--- config.mk ---
export PLATFORM = sky130hd
export DESIGN_NAME = alu_multicycle
export DESIGN_NICKNAME = d
export VERILOG_FILES = /design/src/rtl/alu_pkg.sv /design/src/rtl/alu_iter_unit.sv /design/src/rtl/alu_multicycle.sv
export SDC_FILE = /design/constraint.sdc
export NUM_CORES = 1
export LEC_CHECK = 0
export CAP_MARGIN = 0
export CORE_ASPECT_RATIO = 2
export CORE_MARGIN = 3
export CORE_UTILIZATION = 57
export DETAILED_ROUTE_END_ITERATION = 8
export GPL_TIMING_DRIVEN = 0
export PLACE_DENSITY = 0.81
export SETUP_SLACK_MARGIN = 0.2
export SYNTH_ARGS = -nofsm -noshare
export SYNTH_HDL_FRONTEND = slang
export SYNTH_SLANG_ARGS = --single-unit
--- constraint.sdc ---
create_clock -name clk -period 3.03 [get_ports clk]
set_input_delay 0.303 -clock clk [delete_from_list [all_inputs] [get_ports clk]]
set_output_delay 0.303 -clock clk [all_outputs]
set_load 0.005 [all_outputs]
--- src/rtl/alu_pkg.sv ---
// Shared opcode and FSM encodings for the multi-cycle ALU.
// Used by alu_multicycle and alu_iter_unit; the ALU_DIV_EN build option lives in those files.
package alu_pkg;

    localparam int unsigned OP_W = 3;
    localparam int unsigned ST_W = 2;

    typedef enum logic [OP_W-1:0] {
        OP_ADD  = 3'd0,
        OP_SUB  = 3'd1,
        OP_MUL  = 3'd2,
        OP_DIV  = 3'd3,
        OP_AND  = 3'd4,
        OP_OR   = 3'd5,
        OP_XOR  = 3'd6,
        OP_RSVD = 3'd7
    } op_e;

    typedef enum logic [ST_W-1:0] {
        ST_IDLE = 2'd0,
        ST_MUL  = 2'd1,
        ST_DIV  = 2'd2,
        ST_DONE = 2'd3
    } state_e;

endpackage

--- src/rtl/alu_iter_unit.sv ---
// Iterative datapath: one shift-add multiply or restoring-divide step per enable.
// The divide step and its mode flag exist only when ALU_DIV_EN is defined.
module alu_iter_unit #(
    parameter int unsigned WIDTH = 8
) (
    input  logic               clk,
    input  logic               rst,
    input  logic               load_i,
    input  logic               step_i,
`ifdef ALU_DIV_EN
    input  logic               div_i,
`endif
    input  logic [WIDTH-1:0]   a_i,
    input  logic [WIDTH-1:0]   b_i,
    output logic [2*WIDTH-1:0] acc_nxt_c_o
);
    import alu_pkg::*;

    localparam int unsigned RES_W = 2 * WIDTH;

    logic [RES_W-1:0] acc_q, acc_d;
    logic [WIDTH-1:0] b_q, b_d;
    logic [WIDTH:0]   mul_sum_c;
    logic [RES_W-1:0] mul_nxt_c;

    // acc holds {upper partial product, unconsumed multiplier bits}; shifts right each step
    always_comb begin
        mul_sum_c = {1'b0, acc_q[RES_W-1:WIDTH]} + {1'b0, (acc_q[0] ? b_q : '0)};
        mul_nxt_c = {mul_sum_c, acc_q[WIDTH-1:1]};
    end

`ifdef ALU_DIV_EN
    logic             div_q, div_d;
    logic [WIDTH:0]   div_shift_c;
    logic [WIDTH:0]   div_diff_c;
    logic             div_ge_c;
    logic [WIDTH-1:0] div_rem_c;

    // acc holds {partial remainder, dividend bits shifting into quotient}
    always_comb begin
        div_shift_c = {acc_q[RES_W-1:WIDTH], acc_q[WIDTH-1]};
        div_diff_c  = div_shift_c - {1'b0, b_q};
        div_ge_c    = (div_shift_c >= {1'b0, b_q});
        div_rem_c   = div_ge_c ? div_diff_c[WIDTH-1:0] : div_shift_c[WIDTH-1:0];
        acc_nxt_c_o = div_q ? {div_rem_c, acc_q[WIDTH-2:0], div_ge_c} : mul_nxt_c;
        div_d       = load_i ? div_i : div_q;
    end
`else
    always_comb begin
        acc_nxt_c_o = mul_nxt_c;
    end
`endif

    always_comb begin
        acc_d = acc_q;
        b_d   = b_q;
        if (load_i) begin
            acc_d = {WIDTH'(0), a_i};
            b_d   = b_i;
        end else if (step_i) begin
            acc_d = acc_nxt_c_o;
        end
    end

    always_ff @(posedge clk) begin
        if (rst) begin
            acc_q <= '0;
            b_q   <= '0;
`ifdef ALU_DIV_EN
            div_q <= 1'b0;
`endif
        end else begin
            acc_q <= acc_d;
            b_q   <= b_d;
`ifdef ALU_DIV_EN
            div_q <= div_d;
`endif
        end
    end

endmodule

--- src/rtl/alu_multicycle.sv ---
// Multi-cycle ALU top: start/busy/done handshake, FSM, single-cycle ops, result registers.
// Define ALU_DIV_EN to build the restoring divider; otherwise opcode 3 reports err like opcode 7.
module alu_multicycle #(
    parameter int unsigned WIDTH = 8
) (
    input  logic               clk,
    input  logic               rst,
    input  logic               start,
    input  logic [2:0]         opcode,
    input  logic [WIDTH-1:0]   portA,
    input  logic [WIDTH-1:0]   portB,
    output logic [2*WIDTH-1:0] out,
    output logic               busy,
    output logic               done,
    output logic               err
);
    import alu_pkg::*;

    localparam int unsigned RES_W    = 2 * WIDTH;
    localparam int unsigned CNT_W    = $clog2(WIDTH);
    localparam logic [CNT_W-1:0] CNT_LAST = CNT_W'(WIDTH - 1);

    state_e           state_q, state_d;
    logic [CNT_W-1:0] cnt_q, cnt_d;
    logic [RES_W-1:0] out_q, out_d;
    logic             err_q, err_d;
    logic             busy_q, busy_d;
    logic             done_q, done_d;
    logic [RES_W-1:0] alu_c;
    logic             alu_err_c;
    logic             load_c;
    logic             step_c;
    logic [RES_W-1:0] iter_nxt_c;
`ifdef ALU_DIV_EN
    logic             div_sel_c;
`endif

    alu_iter_unit #(.WIDTH(WIDTH)) u_iter (
        .clk         (clk),
        .rst         (rst),
        .load_i      (load_c),
        .step_i      (step_c),
`ifdef ALU_DIV_EN
        .div_i       (div_sel_c),
`endif
        .a_i         (portA),
        .b_i         (portB),
        .acc_nxt_c_o (iter_nxt_c)
    );

    // Single-cycle results; anything not handled here completes with err set
    always_comb begin
        alu_c     = '0;
        alu_err_c = 1'b0;
        case (op_e'(opcode))
            OP_ADD:  alu_c = RES_W'(portA) + RES_W'(portB);
            OP_SUB:  alu_c = RES_W'(portA) - RES_W'(portB);
            OP_AND:  alu_c = RES_W'(portA & portB);
            OP_OR:   alu_c = RES_W'(portA | portB);
            OP_XOR:  alu_c = RES_W'(portA ^ portB);
            default: alu_err_c = 1'b1;
        endcase
    end

    always_comb begin
        state_d = state_q;
        cnt_d   = cnt_q;
        out_d   = out_q;
        err_d   = err_q;
        load_c  = 1'b0;
        step_c  = 1'b0;
`ifdef ALU_DIV_EN
        div_sel_c = 1'b0;
`endif
        case (state_q)
            ST_IDLE: begin
                if (start) begin
                    case (op_e'(opcode))
                        OP_MUL: begin
                            state_d = ST_MUL;
                            cnt_d   = CNT_LAST;
                            load_c  = 1'b1;
                        end
`ifdef ALU_DIV_EN
                        OP_DIV: begin
                            if (portB == '0) begin
                                state_d = ST_DONE;
                                out_d   = {portA, {WIDTH{1'b1}}};
                                err_d   = 1'b1;
                            end else begin
                                state_d   = ST_DIV;
                                cnt_d     = CNT_LAST;
                                load_c    = 1'b1;
                                div_sel_c = 1'b1;
                            end
                        end
`endif
                        default: begin
                            state_d = ST_DONE;
                            out_d   = alu_c;
                            err_d   = alu_err_c;
                        end
                    endcase
                end
            end
            // The last step's result is captured on the same edge that enters DONE
            ST_MUL, ST_DIV: begin
                step_c = 1'b1;
                if (cnt_q == '0) begin
                    state_d = ST_DONE;
                    out_d   = iter_nxt_c;
                    err_d   = 1'b0;
                end else begin
                    cnt_d = cnt_q - CNT_W'(1);
                end
            end
            ST_DONE: state_d = ST_IDLE;
            default: state_d = ST_IDLE;
        endcase
        busy_d = (state_d != ST_IDLE);
        done_d = (state_d == ST_DONE);
    end

    always_ff @(posedge clk) begin
        if (rst) begin
            state_q <= ST_IDLE;
            cnt_q   <= '0;
            out_q   <= '0;
            err_q   <= 1'b0;
            busy_q  <= 1'b0;
            done_q  <= 1'b0;
        end else begin
            state_q <= state_d;
            cnt_q   <= cnt_d;
            out_q   <= out_d;
            err_q   <= err_d;
            busy_q  <= busy_d;
            done_q  <= done_d;
        end
    end

    assign out  = out_q;
    assign busy = busy_q;
    assign done = done_q;
    assign err  = err_q;

endmodule

==> out/metrics.csv, run 1 <==
stage,metric,value,unit
power,internal power,1.73,mW
global_route,first-pass GRT wire length,15800,um
power,Switching Share,39.9,%
global_route,met2 GRT Util,54.1,%
synthesis,Most used DFF post-synth,dfxtp_1,
routing,Detailed Route Iter0 Violations,228,
synthesis,ys async rst share,0,%
worst_setup_path,kind of critical path,reg -> reg,
cts,Post-CTS Setup Repair Bufs,0,
placed_design,I/O Buffers,38,
routing,Vias,3398,
routing,DR WL/cell,18.6,um
routing,Routed Antenna Nets,0,
cells_and_area,area of the multi-input gates,2290,um2
routing,drt first pass iters,5,
timing,Tcrit/Tclk final,90.6,%
global_route,most used routing layer,met2,
timing,setup TNS,0,ps
power,Lkg Pwr,1.72,nW
cells_and_area,Final Non-Filler Cells,537,
timing,# setup viols final,0,
floorplanning,std cell rows,39,
worst_setup_path,WP data arrival,2910,ps
floorplanning,Initial Util,59.8,%
synthesis,xor/xnor share of the synthesized area,2.27,%
power,Max IR drop VDD,0.000361,V
synthesis,"FF+latch count, synth",48,
cells_and_area,share of layout cells above drive strength 1,7.14,%
outcome,status,"finished, final reports clean",
power,Power Density,699,nW/um2
cells_and_area,final instance area,4100,um2
timing,worst relative slew slack,32.7,%
synthesis,sequential area share after synthesis,27.7,%
floorplanning,Die X,61.2,um
cts,Root Driver,clkbuf_16,
synthesis,leading area contributor after synthesis,dfxtp_1,
timing,min Tclk post-route,2750,ps
placed_design,Post-DP Area,3930,um2
synthesis,synth top area cells,"dfxtp_1 28%, ha_1 13%, a21oi_1 5.5%",
synthesis,main combinational cell family by area after synthesis,compound AO/OA/AOI/OAI gates,
worst_setup_path,Crit path largest cell delay,510,ps
cts,"Clk Latency, worst-skew pair",290,ps
timing,Slew @ Worst Pin,1000,ps
synthesis,Synth Area in Simple Gates,19.5,%
global_route,largest net degree at the start of global routing,16,
routing,DRC,0,
cts,total clock sinks,48,
floorplanning,core area,5810,um2
timing,Clock Skew,3.48,ps
flow_run,Maximum Capacitance Violations,0,
timing,Final Max Slew Viols,0,
synthesis,Ys Warns,0,
hold_path,HP Class,in -> reg,
power,Logic pwr share,48.7,%
floorplanning,I/O pin count,41,
placed_design,Final GP Congestion,0.939,
floorplanning,DIE AREA,7120,um2
synthesis,post-synth cell types,60,
cells_and_area,Final nets,536,
worst_setup_path,CP Max Fanout,9,
placed_design,Post-DP HPWL,7880,um
synthesis,Post-synth EDFFs,0,
placed_design,placed cells,529,
synthesis,Mean Syn Cell Area,8.07,um2
cts,clk slew on worst S/H paths,70,ps
cts,Max clock buf depth,2,
power,Tot Pwr,2.87,mW
synthesis,area of the mapped netlist,3470,um2
worst_setup_path,CP Capture Type,register,
synthesis,Yosys top cell area share,27.7,%
cts,H-tree depth,2,
synthesis,Synth Area in Compound Gates,24.6,%
timing,RSZ-0062 raised after global routing,yes,
floorplanning,Die Ht,116,um
synthesis,Post-Synth Adder-Cell Area,14.7,%
synthesis,mux share of post-synthesis cell area,4.65,%
power,Clk pwr share,22.3,%
global_route,M1 GR Usage,29.4,%
routing,vias per cell,6.33,
power,Seq pwr share,29.1,%
cts,CTS tree,yes,
cells_and_area,filler cell count,494,
cells_and_area,Area Growth Syn to Fin,18.2,%
cells_and_area,Register Area,961,um2
cells_and_area,Finished Core Util,70.7,%
worst_setup_path,critical path startpoint category,register,
global_route,M3 GR Usage,3.54,%
global_route,grt ovf,0,
global_route,initial antenna violation count,0,
worst_setup_path,CP required,3190,ps
synthesis,Synth Instances,430,
global_route,vias in the first global route,3396,
placed_design,Post-Place Worst Slack,-15.3,ps
worst_setup_path,Critical-path top delay cell,a2111oi_1,
global_route,global-route total usage across every layer,30.2,%
power,Sw Pwr,1.14,mW
routing,total wire length,10000,um
timing,fmax,364,MHz
timing,slack of the critical path,285,ps
cells_and_area,Antenna diodes,0,
timing,"Hold Vio Cnt, Final",0,
cts,CTS buffer count,5,
timing,Hold Slack,391,ps
synthesis,post-synth net total,491,
worst_setup_path,"Critical Path, Cell by Cell","and2_1, ha_1, fa_1, a211oi_1, o21bai_1, a2111oi_1, nor2_1, o211ai_1, a21oi_1",
cell usage after synthesis (4+ instances only):
cell type   n
clkbuf_1    9
and3_1      5
a21oi_1    38
nor2_1     32
and2_1      9
o21ai_0    19
a21o_1      6
o22ai_1     8
xnor2_1     7
nand2b_1   17
inv_1      32
nor2b_1     6
o21a_1      4
o211ai_1    4
a211oi_1    9
dfxtp_1    48
buf_1       4
nand2_1    37
a31oi_1     9
buf_2      10
nand3_1     5
mux2i_1    15
ha_1       36
nor3_1      8
worst paths after layout:
path / slack (ps) / start / to / cells past startpoint
worst max-delay path: 280 / u_iter.acc_q[0]$_SDFFE_PP0P_ / out[15]$_SDFFE_PP0P_ / 9
worst min-delay path: 390 / opcode[1] / out[3]$_SDFFE_PP0P_ / 4
worst max register to register: 280 / u_iter.acc_q[0]$_SDFFE_PP0P_ / out[15]$_SDFFE_PP0P_ / 9
worst min register to register: 450 / u_iter.b_q[6]$_SDFFE_PP0P_ / u_iter.b_q[6]$_SDFFE_PP0P_ / 2
worst max-delay path, delay by kind of cell, from the launching register on:
kind / cells / cell delay [ps]
flops: 1 / 400
simple gates: 2 / 320
compound gates: 5 / 1230
fa+ha+maj: 2 / 650
layer usage:
metal / routed length (um) / vias to the layer above
met4: 761 / 0
met3: 430 / 52
met5: 0 / -
met2: 5370 / 155
li1: - / 1607
met1: 3440 / 1584
power groups by stage:
stage,combinational [mW],sequential (mW),clock (mW)
finish,1.40,0.834,0.638
global route,1.51,0.845,0.663
detailed placement,1.37,0.846,0
CTS,1.37,0.834,0.632
floorplan,0.875,0.834,0
global placement,1.33,0.840,0
cell type report:
| class | instances | share of cell area, % |
|---|---|---|
| multi-input cells | 326 | 55.7 |
| flip-flops and latches | 48 | 23.4 |
| clock inverters | 3 | 1.04 |
| plain buffers | 24 | 2.68 |
| well taps | 61 | 1.86 |
| clock buffers | 5 | 3.05 |
| inverters | 32 | 2.93 |
| repair buffers | 38 | 9.27 |
layout by cell type, fill, tap and decap left out, types with 2 or more instances in the layout:
master and instances:
a2111oi_1 2, a211oi_1 9, a21o_1 6, a21oi_1 38, a221oi_1 2, a22oi_1 3, a311oi_1 3, a31o_2 2
a31oi_1 9, and2_1 9, and3_1 5, buf_1 4, buf_2 10, clkbuf_1 9, clkbuf_16 5, clkdlybuf4s50_1 38
dfxtp_1 48, fa_1 3, ha_1 36, inv_1 32, mux2i_1 15, nand2_1 37, nand2b_1 17, nand3_1 5
nor2_1 32, nor2b_1 6, nor3_1 8, o211ai_1 4, o21a_1 4, o21ai_0 19, o21bai_1 3, o22ai_1 8
o31ai_1 3, or3_1 3, xnor2_1 7, xor2_1 2
sequential cells by signal, summed over array words and instances, names as in the netlist:
signal and flops:
done 1, cnt_q 3, state_q 2, out 16
err 1, busy 1, u_iter.b_q 8, u_iter.acc_q 16
timing repair:
action | 4_1_cts | 5_1_grt
endpoints found under the setup margin | 0 | 4
resized for setup | 0 | 3
hold buffers | 0 | 0
kinds of logic (layout without fill, tap and decap cells):
| kind of cell | after synthesis | after routing |
|---|---|---|
| simple gates | 133 | 133 |
| compound gates | 129 | 129 |
| buf+inv | 56 | 102 |
| flops | 48 | 48 |
| fa+ha+maj | 39 | 39 |
| mux | 16 | 16 |
| xor+xnor | 9 | 9 |
No activity file was read; power rests on OpenSTA's default activity.
==> run 2, diff against run 1 <==
--- a/config.mk
+++ b/config.mk
@@ -6,12 +6,14 @@
 export NUM_CORES = 1
 export LEC_CHECK = 0
 export CAP_MARGIN = 0
+export CELL_PAD_IN_SITES_DETAIL_PLACEMENT = 0
+export CELL_PAD_IN_SITES_GLOBAL_PLACEMENT = 1
 export CORE_ASPECT_RATIO = 2
 export CORE_MARGIN = 3
-export CORE_UTILIZATION = 57
+export CORE_UTILIZATION = 35
 export DETAILED_ROUTE_END_ITERATION = 8
 export GPL_TIMING_DRIVEN = 0
-export PLACE_DENSITY = 0.81
+export PLACE_DENSITY_LB_ADDON = 0.1
 export SETUP_SLACK_MARGIN = 0.2
 export SYNTH_ARGS = -nofsm -noshare
 export SYNTH_HDL_FRONTEND = slang
==> out/metrics.csv, run 2 (same netlist as run 1, synthesis figures left out) <==
stage,metric,value,unit
outcome,status,"finished, final reports clean",
timing,Clock Skew,6.59,ps
power,Lkg Pwr,1.73,nW
worst_setup_path,kind of critical path,in -> reg,
routing,total wire length,11300,um
placed_design,Post-DP HPWL,9090,um
worst_setup_path,most frequent CP cell,inv_1,
worst_setup_path,Crit path largest cell delay,450,ps
cts,Root Driver,clkbuf_16,
routing,Routed Antenna Nets,0,
floorplanning,std cell rows,50,
routing,DR WL/cell,18.7,um
worst_setup_path,CP Capture Type,register,
worst_setup_path,"Critical Path, Cell by Cell","clkdlybuf4s50_1, inv_1, ha_1, inv_1, fa_1, nor2b_1, o21ai_2, a211oi_2, nor4_4, nand2b_4, a311oi_2",
routing,DRC,0,
placed_design,Post-Place Worst Slack,-136,ps
cts,"Clk Latency, worst-skew pair",290,ps
power,Power Density,667,nW/um2
timing,slack of the critical path,335,ps
placed_design,I/O Buffers,38,
cells_and_area,Area Growth Syn to Fin,20.4,%
cells_and_area,area of the multi-input gates,2300,um2
cts,H-tree depth,2,
routing,Vias,3277,
worst_setup_path,CP required,3240,ps
cells_and_area,"most common cell after layout, fill and taps aside",dfxtp_1,
cts,total clock sinks,48,
global_route,global-route total usage across every layer,20.3,%
timing,fmax,371,MHz
floorplanning,Die Ht,147,um
routing,vias per cell,5.41,
routing,drt first pass iters,4,
cts,CTS buffer count,5,
global_route,vias in the first global route,3335,
timing,Tcrit/Tclk final,88.9,%
cells_and_area,Antenna diodes,0,
cells_and_area,Register Area,961,um2
worst_setup_path,WP data arrival,2900,ps
cts,Max clock buf depth,2,
power,Max IR drop VDD,0.000383,V
floorplanning,DIE AREA,11200,um2
flow_run,Maximum Capacitance Violations,0,
global_route,initial antenna violation count,0,
worst_setup_path,top cell family by delay on the critical path,simple AND/OR/NAND/NOR gates,
timing,worst relative slew slack,28.3,%
cells_and_area,filler cell count,993,
timing,# setup viols final,0,
timing,"Hold Vio Cnt, Final",0,
cells_and_area,Finished Core Util,44.0,%
timing,Final Max Slew Viols,0,
cells_and_area,Final nets,537,
timing,RSZ-0062 raised after global routing,no,
worst_setup_path,Critical-path top delay cell,clkdlybuf4s50_1,
worst_setup_path,CP Max Fanout,6,
cells_and_area,share of layout cells above drive strength 1,7.35,%
floorplanning,I/O pin count,41,
timing,min Tclk post-route,2700,ps
cts,CTS tree,yes,
floorplanning,Initial Util,36.5,%
worst_setup_path,CP bufs+invs,3,
cts,clk slew on worst S/H paths,60,ps
cells_and_area,most frequent cells in the layout,"48 x dfxtp_1, 38 x a21oi_1, 37 x nand2_1, 37 x clkdlybuf4s50_1, 36 x ha_1",
hold_path,HP Class,in -> reg,
floorplanning,core area,9510,um2
worst_setup_path,critical path startpoint category,primary input,
timing,Slew @ Worst Pin,1070,ps
global_route,first-pass GRT wire length,17700,um
global_route,grt ovf,0,
cts,CTS Hold Buffers Added,0,
placed_design,Final GP Congestion,0.906,
global_route,largest net degree at the start of global routing,14,
floorplanning,Die X,76.4,um
routing,Detailed Route Iter0 Violations,75,
## run 2: path summary, 6_finish.rpt
kind	startpoint	to	slack, ps	depth (start not counted)
worst min register to register	u_iter.b_q[6]$_SDFFE_PP0P_	u_iter.b_q[6]$_SDFFE_PP0P_	450	2
worst max register to register	u_iter.acc_q[0]$_SDFFE_PP0P_	out[15]$_SDFFE_PP0P_	390	9
worst max-delay path	portA[0]	out[13]$_SDFFE_PP0P_	330	11
worst min-delay path	portB[0]	u_iter.b_q[0]$_SDFFE_PP0P_	390	3
## run 2: layout make-up
cell class / count / share of cell area (%)
Tap cell: 130 / 3.89
Sequential cell: 48 / 23.0
Multi-Input combinational cell: 326 / 55.1
Clock inverter: 1 / 0.120
Inverter: 32 / 2.87
Clock buffer: 6 / 3.08
Buffer: 24 / 2.63
Timing Repair Buffer: 39 / 9.34
## run 2: worst reg2reg max path, cell delays in order, from the launching register on
cell       delay, ps
dfxtp_1          400
and2_1           180
ha_1             200
fa_1             440
a211oi_1         380
o21bai_1         190
a2111oi_2        420
nor2_1           100
o211ai_1         100
a21oi_1           90
## run 2: per-stage QoR
stage | hold slack [ps] | setup TNS, ps | cells | instance area (um2) | total power [mW]
after floorplan | 432 | 0 | 430 | 3470 | 1.71
after global placement | 440 | -108 | 598 | 4020 | 2.25
after detailed placement | 445 | -274 | 598 | 4020 | 2.26
after CTS | 401 | 0 | 605 | 4150 | 2.81
after global routing | 421 | 0 | 606 | 4180 | 2.97
final | 387 | 0 | 606 | 4180 | 2.79
## run 2: repair_timing
item,4_1_cts,5_1_grt
pin swaps,0,2
setup endpoints to repair,2,5
gates resized for setup,2,5
buffers inserted,0,1
## run 2: power breakdown
part,internal [mW],total [mW],switching [mW]
combinational,0.585,1.42,0.833
clock,0.301,0.538,0.237
sequential,0.761,0.833,0.0720
## run 2: routing by layer
metal,routed length [um],track usage (%),part of all wire (%),up-vias
met5,0,0,0,-
met4,495,9.98,4.4,0
met3,260,1.84,2.3,24
met2,6440,40.9,57,70
met1,4140,20.0,37,1570
li1,-,-,-,1613
